===== src/rtl/uart_pkg.sv =====
// Shared types and constants for the UART transmit path.
package uart_pkg;

    typedef enum logic [1:0] {
        IDLE = 2'd0,
        TAG  = 2'd1,
        DATA = 2'd2,
        TERM = 2'd3
    } arb_state_t;

    localparam logic [7:0] TAG_BASE          = 8'h41;
    localparam logic [7:0] TERM_CHAR_DEFAULT = 8'h0a;
    localparam logic       MODE_HEX          = 1'b0;
    localparam logic       MODE_BYTE         = 1'b1;

endpackage


===== src/rtl/uart_rr_pick.sv =====
// Combinational round-robin picker: first set request strictly after ptr, wrapping.
module uart_rr_pick #(
    parameter int NREQ  = 4,
    parameter int IDX_W = (NREQ > 1) ? $clog2(NREQ) : 1
) (
    input  logic [NREQ-1:0]  req,
    input  logic [IDX_W-1:0] ptr,
    output logic [NREQ-1:0]  grant,
    output logic [IDX_W-1:0] idx,
    output logic             any
);

    logic [IDX_W-1:0] cand;

    // Scan from the farthest candidate down so the nearest one after ptr wins.
    always_comb begin
        idx  = ptr;
        any  = 1'b0;
        cand = '0;
        for (int off = NREQ; off >= 1; off--) begin
            cand = IDX_W'((32'(ptr) + 32'(off)) % 32'(NREQ));
            if (req[cand]) begin
                idx = cand;
                any = 1'b1;
            end
        end
    end

    genvar gi;
    generate
        for (gi = 0; gi < NREQ; gi++) begin : g_grant
            assign grant[gi] = any && (idx == IDX_W'(gi));
        end
    endgenerate

endmodule


===== src/rtl/uart_tx_arbiter.sv =====
// Grants one shared uartsender to a requester for a whole record, with optional
// tag/terminator framing and forced release of a stalled owner.
module uart_tx_arbiter
    import uart_pkg::*;
#(
    parameter int         NREQ      = 4,
    parameter bit         TAG_EN    = 1'b1,
    parameter bit         TERM_EN   = 1'b1,
    parameter logic [7:0] TERM_CHAR = TERM_CHAR_DEFAULT,
    parameter int         TIMEOUT   = 1024,
    parameter int         TO_LEN    = 11
) (
    input  logic               CLK,
    input  logic               RST_N,
    input  logic [NREQ-1:0]    REQ_VALID,
    input  logic [32*NREQ-1:0] REQ_DATA,
    input  logic [NREQ-1:0]    REQ_MODE,
    input  logic [NREQ-1:0]    REQ_LAST,
    output logic [NREQ-1:0]    REQ_ACK,
    output logic [NREQ-1:0]    GRANT,
    output logic [31:0]        TX_DATA,
    output logic               TX_MODE,
    output logic               TX_WE,
    input  logic               TX_READY,
    output logic               BUSY,
    output logic               TIMEOUT_ERR
);

    localparam int IDX_W = (NREQ > 1) ? $clog2(NREQ) : 1;

    arb_state_t       state_reg, state_next;
    logic [IDX_W-1:0] owner_reg, owner_next;
    logic [IDX_W-1:0] ptr_reg, ptr_next;
    logic [NREQ-1:0]  grant_reg, grant_next;
    logic [TO_LEN-1:0] cnt_reg, cnt_next;
    logic             timeout_err_reg, timeout_err_next;
    logic             issue_cond;
    logic             owner_valid;
    logic [NREQ-1:0]  pick_grant;
    logic [IDX_W-1:0] pick_idx;
    logic             pick_any;
    logic [31:0]      req_word [NREQ];

    genvar gi;
    generate
        for (gi = 0; gi < NREQ; gi++) begin : g_word
            assign req_word[gi] = REQ_DATA[32*gi +: 32];
        end
    endgenerate

    uart_rr_pick #(
        .NREQ  (NREQ),
        .IDX_W (IDX_W)
    ) u_pick (
        .req   (REQ_VALID),
        .ptr   (ptr_reg),
        .grant (pick_grant),
        .idx   (pick_idx),
        .any   (pick_any)
    );

    assign owner_valid = REQ_VALID[owner_reg];
    assign TX_WE       = issue_cond & TX_READY;
    assign REQ_ACK     = (state_reg == DATA && TX_WE) ? grant_reg : '0;
    assign GRANT       = grant_reg;
    assign BUSY        = (state_reg != IDLE);
    assign TIMEOUT_ERR = timeout_err_reg;

    always_comb begin
        issue_cond = 1'b0;
        TX_DATA    = '0;
        TX_MODE    = MODE_HEX;
        case (state_reg)
            TAG: begin
                issue_cond = 1'b1;
                TX_MODE    = MODE_BYTE;
                TX_DATA    = {24'h0, TAG_BASE + 8'(owner_reg)};
            end
            DATA: begin
                issue_cond = owner_valid;
                TX_MODE    = REQ_MODE[owner_reg];
                TX_DATA    = req_word[owner_reg];
            end
            TERM: begin
                issue_cond = 1'b1;
                TX_MODE    = MODE_BYTE;
                TX_DATA    = {24'h0, TERM_CHAR};
            end
            default: ;
        endcase
    end

    always_comb begin
        state_next       = state_reg;
        owner_next       = owner_reg;
        ptr_next         = ptr_reg;
        grant_next       = grant_reg;
        cnt_next         = '0;
        timeout_err_next = 1'b0;
        case (state_reg)
            IDLE: begin
                if (pick_any) begin
                    owner_next = pick_idx;
                    ptr_next   = pick_idx;
                    grant_next = pick_grant;
                    state_next = TAG_EN ? TAG : DATA;
                end
            end
            TAG: begin
                if (TX_WE) state_next = DATA;
            end
            DATA: begin
                if (TX_WE) begin
                    if (REQ_LAST[owner_reg]) begin
                        if (TERM_EN) begin
                            state_next = TERM;
                        end else begin
                            state_next = IDLE;
                            grant_next = '0;
                        end
                    end
                end else if (TIMEOUT > 0 && !owner_valid) begin
                    // Only an absent owner counts; a READY stall with VALID high never does.
                    if (cnt_reg == TO_LEN'(TIMEOUT - 1)) begin
                        state_next       = IDLE;
                        grant_next       = '0;
                        timeout_err_next = 1'b1;
                    end else begin
                        cnt_next = cnt_reg + TO_LEN'(1);
                    end
                end
            end
            TERM: begin
                if (TX_WE) begin
                    state_next = IDLE;
                    grant_next = '0;
                end
            end
            default: state_next = IDLE;
        endcase
    end

    always_ff @(posedge CLK) begin
        if (!RST_N) begin
            state_reg       <= IDLE;
            owner_reg       <= '0;
            ptr_reg         <= IDX_W'(NREQ - 1);
            grant_reg       <= '0;
            cnt_reg         <= '0;
            timeout_err_reg <= 1'b0;
        end else begin
            state_reg       <= state_next;
            owner_reg       <= owner_next;
            ptr_reg         <= ptr_next;
            grant_reg       <= grant_next;
            cnt_reg         <= cnt_next;
            timeout_err_reg <= timeout_err_next;
        end
    end

endmodule


===== config.mk =====
export PLATFORM = sky130hd
export DESIGN_NAME = uart_tx_arbiter
export DESIGN_NICKNAME = d
export VERILOG_FILES = /design/src/rtl/uart_pkg.sv /design/src/rtl/uart_rr_pick.sv /design/src/rtl/uart_tx_arbiter.sv
export SDC_FILE = /design/constraint.sdc
export NUM_CORES = 1
export LEC_CHECK = 0
export ABC_AREA = 0
export BUFFER_PORTS_ARGS = -buffer_cell sky130_fd_sc_hd__buf_4
export CAP_MARGIN = 20
export CORE_ASPECT_RATIO = 0.7
export CORE_UTILIZATION = 43
export CTS_BUF_LIST = sky130_fd_sc_hd__clkbuf_4 sky130_fd_sc_hd__clkbuf_8
export DETAILED_ROUTE_END_ITERATION = 10
export PLACE_DENSITY = 0.89
export SYNTH_ARGS = -nofsm -noshare
export SYNTH_HDL_FRONTEND = slang
export SYNTH_SLANG_ARGS = --single-unit
export TNS_END_PERCENT = 20

===== constraint.sdc =====
create_clock -name CLK -period 4.1 [get_ports CLK]
set_input_delay 0.41 -clock CLK [delete_from_list [all_inputs] [get_ports CLK]]
set_output_delay 0.41 -clock CLK [all_outputs]
set_load 0.05 [all_outputs]

# After elaboration in Yosys (flattened, before gate mapping)

Index checks and enable logic that the tools add are counted.

Divide/modulo/power cells: 0
Multiply operators: 0
Eq/ne operators: 16
Multiplexer cells: 44
Shifts and indexed selects: 0
Bitwise operators: 4
Order comparisons: 6
Reduce and logical (&&, ||, !) cells: 15
Add/subtract/negate cells: 6

Operator list:

| cell                                                                          | count |
|---|---|
| 32-bit case mux with 3 select lines                                           | 1 |
| 32-bit binary-select mux with 2-bit select                                    | 1 |
| 32-bit 2-to-1 mux                                                             | 2 |
| 4-bit 2-to-1 mux                                                              | 6 |
| 2-bit 2-to-1 mux                                                              | 11 |
| 2-bit by 3-bit less-than comparator with 1-bit output (second input constant) | 5 |
| 1-bit binary-select mux with 2-bit select                                     | 7 |
| 1-bit 2-to-1 mux                                                              | 12 |
| 4-bit case mux with 3 select lines                                            | 1 |
| 6-bit AND reduction                                                           | 2 |
| 11-bit by 1-bit adder with 11-bit output (second input constant)              | 1 |
| 11-bit by 10-bit == test with 1-bit output (second input constant)            | 1 |
| 7-bit by 2-bit adder with 8-bit output (first input constant)                 | 1 |
| 2-bit == test (second input constant)                                         | 4 |
| 2-bit inequality test (second input constant)                                 | 4 |
| 2-bit case mux with 4 select lines                                            | 1 |
| 3-bit by 2-bit inequality test with 1-bit output (second input constant)      | 2 |
| 1-bit logical AND                                                             | 5 |
| 5-bit OR reduction                                                            | 1 |
| 2-bit by 1-bit adder with 2-bit output (second input constant)                | 2 |
| 2-bit adder (second input constant)                                           | 2 |
| 2-bit by 1-bit == test with 1-bit output (second input constant)              | 2 |
| 2-bit logical NOT                                                             | 2 |
| 2-bit by 1-bit inequality test with 1-bit output (second input constant)      | 2 |
| other kinds (11)                                                              | 13 |

Latch bits: 0
Bits of input ports: 143
Bits in read-only memories: 0
Memory bits (writable): 0
Memories: 0
Output and inout bits: 44
Register bits after elaboration: 22
Logic and storage cells: 97

# Longest topological paths before layout

Gate-level depths: netlist of run 1.

Depth in word-level cells: 11
Gate-level depth with buffers: 7
Gate-level depth less buffers: 6

# By module

Synthesis of run 1 repeated with hierarchy kept, for this count alone.

Cell total of the unflattened synthesis: 232
Area total of the unflattened synthesis: 2,293.4 um2

By module, submodules not included:

| module          | cells each | seq. area each (um2) | instances | area each (um2) |
|---|---|---|---|---|
| uart_tx_arbiter | 201        | 440.4                | 1         | 2,118.3 |
| uart_rr_pick    | 31         | 0.0                  | 1         | 175.2 |

# Least setup slack after synthesis of run 1

OpenSTA, ideal clock, no wires.

Path kind: register -> output
Start point: register owner_reg[0]
End point: output TX_DATA[0]
Required time: 3.690 ns
Arrival: 1.872 ns
Cell stages (with the launch flop): 6
Buffers on the path: 2
Slack: 1.818 ns
Path through: dfxtp_1 > buf_6 > buf_2 > mux4_2 > nand2_1 > o21ai_0

Longest elaborated chain between the ends: 5
Elaborated cells on any way between the ends: 6
Classes of those cells: add/sub (1); mux (4); bitwise (1)

Ends and longest elaborated chain:

| item                                                                           | line                   | RTL |
|---|---|---|
| start: declaration                                                             | uart_tx_arbiter.sv:32  | `logic [IDX_W-1:0] owner_reg, owner_next;` |
| start signal: assignment                                                       | uart_tx_arbiter.sv:153 | `owner_reg <= owner_next;` |
| branches (longest 4 deep; another with 7-bit by 2-bit adder with 8-bit output) | n/a                    |  |
| 32-bit case mux with 3 select lines *                                          | uart_tx_arbiter.sv:73  | `case (state_reg)` |
| end: declaration                                                               | uart_tx_arbiter.sv:21  | `output logic [31:0] TX_DATA,` |

Every way passes the cells marked *. The select of a mux whose other input is x is not followed.

# Worst setup path after layout of run 1

Start point: register state_reg[1]
End point: output REQ_ACK[1]

Longest elaborated chain between the ends: 6
Elaborated cells on any way between the ends: 8
Classes of those cells: eq/ne (3); mux (2); bitwise (1); reduce/logical (2)

Ends and longest elaborated chain:

| item                                                                      | line                   | RTL |
|---|---|---|
| start: declaration                                                        | uart_tx_arbiter.sv:31  | `arb_state_t state_reg, state_next;` |
| start signal: assignment                                                  | uart_tx_arbiter.sv:152 | `state_reg <= state_next;` |
| 2-bit == test or 2-bit by 1-bit == test with 1-bit output (tied branches) | uart_tx_arbiter.sv:73  |  |
| 2-bit OR reduction (no source line)                                       | n/a                    |  |
| 1-bit case mux with 2 select lines                                        | uart_tx_arbiter.sv:73  |  |
| 1-bit AND                                                                 | uart_tx_arbiter.sv:63  | `assign TX_WE = issue_cond & TX_READY;` |
| 1-bit logical AND *                                                       | uart_tx_arbiter.sv:64  | `assign REQ_ACK = (state_reg == DATA && TX_WE) ? grant_reg : '0;` |
| 4-bit 2-to-1 mux *                                                        | uart_tx_arbiter.sv:64  |  |
| end: declaration                                                          | uart_tx_arbiter.sv:19  | `output logic [NREQ-1:0] REQ_ACK,` |

Mark *: on every way between the ends. The rest lies on a longest branch, timed or not.

==> results.json, run 1 <==
{
  "intPower_mw": 0.650,
  "grt_overflow": 0,
  "die_area_um2": 5380,
  "p_total_mw": 1.04,
  "cts_buffers": 3,
  "synth_edf_count": 0,
  "drc": 0,
  "rsz0062_at_grt": "false",
  "hold_violations": 0,
  "synth-xor-area-share_pct": 3.60,
  "start_util_pct": 45.2,
  "synth_seq_cells": 22,
  "io_pins": 187,
  "worstPathCellList": "nor2b_2 > and3_4 > and2_1 > buf_4",
  "critical_path_peak_fanout": 31,
  "reg2reg_slack_ns": 1.97,
  "drt_first_iter_violations": 79,
  "fin_skew_ns": 0.00525,
  "pre_cts_ws_ns": 1.52,
  "regToRegEndpoint": "cnt_reg[4]$_SDFF_PP0_",
  "finalWirelength_um": 8370,
  "dpl.cell_count": 454,
  "synth_top_family_by_area": "multiplexers",
  "coreArea_um2": 4830,
  "h-tree-depth": 1,
  "synth.distinct_cells": 42,
  "synth_ff_type": "dfxtp_1",
  "syn_avg_cell_area_um2": 10.3,
  "status": "finished, final reports clean",
  "postRouteAntennaNets": 0,
  "min_period_ns": 2.86,
  "holdPathStages": 2,
  "gp_congestion": 0.830,
  "clkLatencyLatePin_ns": 0.27,
  "final_common_cell": "buf_4",
  "hp-start": "RST_N",
  "fmax_ghz": 0.350,
  "cts_tree": "done",
  "synth_seq_area_share_pct": 20.1,
  "setup_viol": 0,
  "rr_startpoint": "owner_reg[1]$_SDFFE_PN0P_",
  "num_rows": 21,
  "die_h_um": 61.7,
  "grt_pass1_wl_um": 11900,
  "via_per_inst": 5.27,
  "grt_max_degree": 40,
  "dr.pass1.iters": 4,
  "die_w_um": 87.2,
  "timing.hold.worst_endpoint": "ptr_reg[1]$_SDFFE_PN1P_",
  "wl_per_cell_um": 18.3,
  "cpMaxStageDelayCell": "nor2b_2",
  "p_seq_share_pct": 27.4,
  "clockPowerShare_pct": 19.8,
  "synthSimpleGateAreaFrac_pct": 25.5,
  "cp-end-kind": "output port",
  "critPathKind": "reg -> out",
  "syn_area_um2": 2190,
  "tns_ns": 0,
  "synth-compound-area-share_pct": 8.30,
  "cts_root_buffer": "clkbuf_8",
  "relSlewSlack_pct": 33.6,
  "ir_drop_mv": 0.277,
  "clockBufferDepth": 2,
  "grt_pass1_vias": 2425,
  "syn_to_final_growth_pct": 68.1,
  "fin_nets": 535,
  "worstMarginPinSlew_ns": 0.992,
  "leakage_nw": 1.63,
  "stdcell_count": 458,
  "finalCritPeriodShare_pct": 69.7,
  "swShare_pct": 37.3,
  "hold_buffers": 0,
  "grt_use_total_pct": 30.6,
  "cp.arrival_ns": 2.45,
  "synthMuxAreaShare_pct": 36.7,
  "hpwl_um": 7010,
  "async_flop_share_pct": 0,
  "largest_reg_flops": 11,
  "maxSlewViolCount": 0,
  "clk_pin_slew_ns": 0.08,
  "cap_violations": 0,
  "cts_setup_buffers": 0,
  "port_buffers": 186,
  "p_switching_mw": 0.387,
  "combinationalPowerShare_pct": 52.8,
  "power_density_nw_per_um2": 282,
  "synthAdderAreaFrac_pct": 1.14,
  "reg2reg_depth": 5,
  "startpoint_type": "flip-flop",
  "diodes": 0,
  "synthesis.nets": 358,
  "netlist_instances": 213,
  "clock-sinks": 22,
  "cp.required_ns": 3.69,
  "cts-resized-gates": 0,
  "layout-drive-gt1-share_pct": 63.5,
  "max_stage_delay_ns": 0.89,
  "yosys_warnings": 0,
  "hp-class": "in -> reg",
  "mostFrequentLayoutCells": "buf_4 (187), mux4_2 (34), and2_1 (32), dfxtp_1 (20), nand2_1 (16)",
  "vias": 2414,
  "antenna_found_initial": 0,
  "fin_ws_ns": 1.24
}
==> layer usage <==
metal,share of wire [%],wire (µm),global-route usage (%)
met1,35,2940,32.9
met2,54,4520,60.4
met4,2.8,236,10.3
met5,0,0,0
met3,8.0,673,7.37
==> critical path: cells and delay by family (launching register included) <==
kind	cells	cell delay [ns]
and+or+nand+nor	3	1.38
buffers and inverters	1	0.19
DFF	1	0.59
==> metrics by stage <==
step,hold WS [ns],cell area (µm²),util (%)
2_1_floorplan,0.427,2190,-
3_3_place_gp,0.439,3600,74.6
3_5_place_dp,0.445,3600,74.6
4_1_cts,0.398,3680,76.0
5_1_grt,0.419,3680,76.0
6_report,0.397,3680,76.0
==> worst max-delay path by stage <==
stage,startpoint,endpoint,slack (ns),cells past startpoint
after CTS,owner_reg[0]$_SDFFE_PN0P_,TX_MODE,1.23,4
after floorplan,owner_reg[0]$_SDFFE_PN0P_,TX_DATA[0],1.82,5
after global placement,owner_reg[0]$_SDFFE_PN0P_,TX_MODE,1.54,4
after global routing,owner_reg[0]$_SDFFE_PN0P_,TX_DATA[22],1.07,4
after detailed placement,owner_reg[0]$_SDFFE_PN0P_,TX_MODE,1.52,4
final,state_reg[1]$_SDFFE_PN0P_,REQ_ACK[1],1.24,4
==> Yosys cell counts (all sizes together), types with 4 or more instances <==
master | n | area [µm²]
o21ai | 7 | 35.0
dfxtp | 22 | 440
nor2 | 20 | 95.1
and2 | 32 | 200
clkbuf | 7 | 26.3
xnor2 | 7 | 61.3
mux4 | 34 | 766
buf | 8 | 51.3
inv | 6 | 22.5
or2 | 4 | 25.0
nand3 | 7 | 35.0
nand2b | 4 | 25.0
nand2 | 17 | 66.3
==> power by group through the flow <==
stage	Combinational (mW)	Clock (mW)	Sequential, mW
3_5_place_dp	0.548	0	0.291
5_1_grt	0.582	0.211	0.292
3_3_place_gp	0.539	0	0.289
4_1_cts	0.550	0.205	0.286
6_report	0.548	0.206	0.284
2_1_floorplan	0.377	0	0.259
==> cell type report <==
type | count | area, µm²
multi-input cells | 170 | 1650
repair buffers | 187 | 1400
fillers | 365 | 1160
flip-flops and latches | 22 | 443
well taps | 69 | 86.3
clock buffers | 3 | 41.3
clock inverters | 1 | 30.0
inverters | 6 | 22.5
==> logic make-up (layout without fill, tap and decap cells) <==
| kind of cell | Yosys count | after routing |
|---|---|---|
| fa+ha+maj | 2 | 2 |
| simple gates | 98 | 98 |
| mux | 37 | 37 |
| xor+xnor | 9 | 9 |
| compound gates | 24 | 24 |
| flops | 22 | 22 |
| buf+inv | 21 | 197 |
(Power assumes the default switching activity.)
==> run 2: changes to the inputs <==
--- a/config.mk
+++ b/config.mk
@@ -9,10 +9,10 @@
 export BUFFER_PORTS_ARGS = -buffer_cell sky130_fd_sc_hd__buf_4
 export CAP_MARGIN = 20
 export CORE_ASPECT_RATIO = 0.7
-export CORE_UTILIZATION = 43
+export CORE_UTILIZATION = 36
 export CTS_BUF_LIST = sky130_fd_sc_hd__clkbuf_4 sky130_fd_sc_hd__clkbuf_8
 export DETAILED_ROUTE_END_ITERATION = 10
-export PLACE_DENSITY = 0.89
+export PLACE_DENSITY = 0.79
 export SYNTH_ARGS = -nofsm -noshare
 export SYNTH_HDL_FRONTEND = slang
 export SYNTH_SLANG_ARGS = --single-unit
==> constraint.sdc (replaced) <==
create_clock -name CLK -period 2.33 [get_ports CLK]
set_input_delay 0.233 -clock CLK [delete_from_list [all_inputs] [get_ports CLK]]
set_output_delay 0.233 -clock CLK [all_outputs]
set_load 0.05 [all_outputs]
==> run 2 against run 1 <==
Total power rose by 77%. Critical path depth did not move. Sequential power rose by 56%. Cell count rose by 2.4%. Clock skew rose by 0.0028 ns. Die area rose by 19%. Register-to-register slack got worse by 1.5 ns. Via count rose by 0.29%. Wire length fell by 4.1%. Final area rose by 1.8%.
==> results.json, run 2 (synthesized netlist as in run 1, its figures left out) <==
{
  "coreArea_um2": 5780,
  "wl_per_cell_um": 17.1,
  "vias": 2421,
  "mostFrequentLayoutCells": "buf_4 (190), mux4_2 (34), and2_1 (32), dfxtp_1 (21), nand2_1 (16)",
  "cts_root_buffer": "clkbuf_8",
  "worstMarginPinSlew_ns": 0.625,
  "p_total_mw": 1.84,
  "worstPathCellList": "buf_12 > mux4_2 > and2_1 > buf_4",
  "hold_violations": 0,
  "clkLatencyLatePin_ns": 0.26,
  "grt_pass1_wl_um": 12100,
  "critPathKind": "reg -> out",
  "cts_tree": "done",
  "start_util_pct": 37.8,
  "num_rows": 23,
  "status": "finished, final reports clean",
  "fin_nets": 540,
  "setup_viol": 0,
  "fill_cells": 493,
  "relSlewSlack_pct": 58.3,
  "final_common_cell": "buf_4",
  "maxSlewViolCount": 0,
  "cp.arrival_ns": 1.95,
  "rr_startpoint": "owner_reg[1]$_SDFFE_PN0P_",
  "die_area_um2": 6400,
  "cts_buffers": 3,
  "fin_ws_ns": 0.149,
  "die_w_um": 95.2,
  "regToRegEndpoint": "cnt_reg[7]$_SDFF_PP0_",
  "cp-end-kind": "output port",
  "fmax_ghz": 0.459,
  "io_pins": 187,
  "dr.pass1.iters": 4,
  "finalCritPeriodShare_pct": 93.6,
  "gp_congestion": 0.876,
  "tns_ns": 0,
  "grt_pass1_vias": 2485,
  "cts_setup_buffers": 0,
  "cp.required_ns": 2.10,
  "fin_skew_ns": 0.00804,
  "diodes": 0,
  "syn_to_final_growth_pct": 71.1,
  "drc": 0,
  "postRouteAntennaNets": 0,
  "ir_drop_mv": 0.300,
  "grt_use_total_pct": 25.3,
  "clk_pin_slew_ns": 0.07,
  "critical_path_peak_fanout": 26,
  "reg2reg_slack_ns": 0.43,
  "cts-resized-gates": 0,
  "grt_max_degree": 37,
  "die_h_um": 67.2,
  "leakage_nw": 1.66,
  "port_buffers": 186,
  "hpwl_um": 6810,
  "cap_violations": 0,
  "h-tree-depth": 1,
  "hold_buffers": 0,
  "grt_overflow": 0,
  "rsz0062_at_grt": "false",
  "via_per_inst": 5.16,
  "drt_first_iter_violations": 113,
  "power_density_nw_per_um2": 490,
  "pre_cts_ws_ns": 0.430,
  "finalWirelength_um": 8030,
  "clock-sinks": 22,
  "antenna_found_initial": 0,
  "largest_reg_flops": 11,
  "layout-drive-gt1-share_pct": 63.5,
  "min_period_ns": 2.18,
  "cpMaxStageDelayCell": "dfxtp_1",
  "cp-endpoint": "TX_DATA[26]",
  "reg2reg_depth": 5,
  "hp-start": "RST_N",
  "max_stage_delay_ns": 0.72,
  "startpoint": "owner_reg[1]$_SDFFE_PN0P_",
  "hp-class": "in -> reg",
  "startpoint_type": "flip-flop",
  "clockBufferDepth": 2
}
==> run 2: power breakdown <==
| part | internal [mW] | total [mW] | leakage, nW | switching (mW) |
|---|---|---|---|---|
| clock network | 0.229 | 0.350 | 0.0357 | 0.120 |
| registers | 0.402 | 0.443 | 0.179 | 0.0406 |
| logic | 0.534 | 1.04 | 1.44 | 0.508 |
| total | 1.17 | 1.84 | 1.66 | 0.669 |
==> run 2: cell type report <==
class / count / area, µm² / share of cell area (%)
multi-input cells: 170 / 1650 / 44.0
clock buffers: 3 / 41.3 / 1.10
repair buffers: 192 / 1470 / 39.2
well taps: 75 / 93.8 / 2.51
clock inverters: 1 / 30.0 / 0.802
flip-flops and latches: 22 / 442 / 11.8
inverters: 6 / 22.5 / 0.602
==> run 2: per-stage QoR <==
stage               utilization, %  instances  hold WS, ns  area, µm²
global route                  64.7        469        0.239       3740
finish                        64.7        469        0.229       3740
floorplan                        -        213        0.377       2190
CTS                           64.7        469        0.221       3740
global placement              63.5        465        0.436       3670
detailed placement            63.5        465        0.445       3670
==> run 2: worst max-delay path, delay by kind of cell (launching register included) <==
kind / cells / cell delay, ns
simple gates: 1 / 0.18
mux: 1 / 0.31
flops: 1 / 0.72
buf+inv: 2 / 0.46
==> run 2: layer usage <==
layer | global-route usage (%) | share of wire [%] | vias to the layer above
met1 | 27.6 | 36 | 1142
met3 | 4.84 | 7.9 | 20
met2 | 48.4 | 52 | 112
met4 | 10.4 | 3.9 | 0
li1 | - | - | 1147
met5 | 0 | 0 | -
==> run 2: how the worst min path moves through the flow <==
stage / to / slack [ns] / cells past startpoint
4_1_cts: ptr_reg[1]$_SDFFE_PN1P_ / 0.22 / 2
6_report: ptr_reg[1]$_SDFFE_PN1P_ / 0.23 / 2
3_3_place_gp: cnt_reg[0]$_SDFF_PP0_ / 0.44 / 1
3_5_place_dp: cnt_reg[0]$_SDFF_PP0_ / 0.44 / 1
5_1_grt: ptr_reg[1]$_SDFFE_PN1P_ / 0.24 / 2
2_1_floorplan: cnt_reg[8]$_SDFF_PP0_ / 0.38 / 2
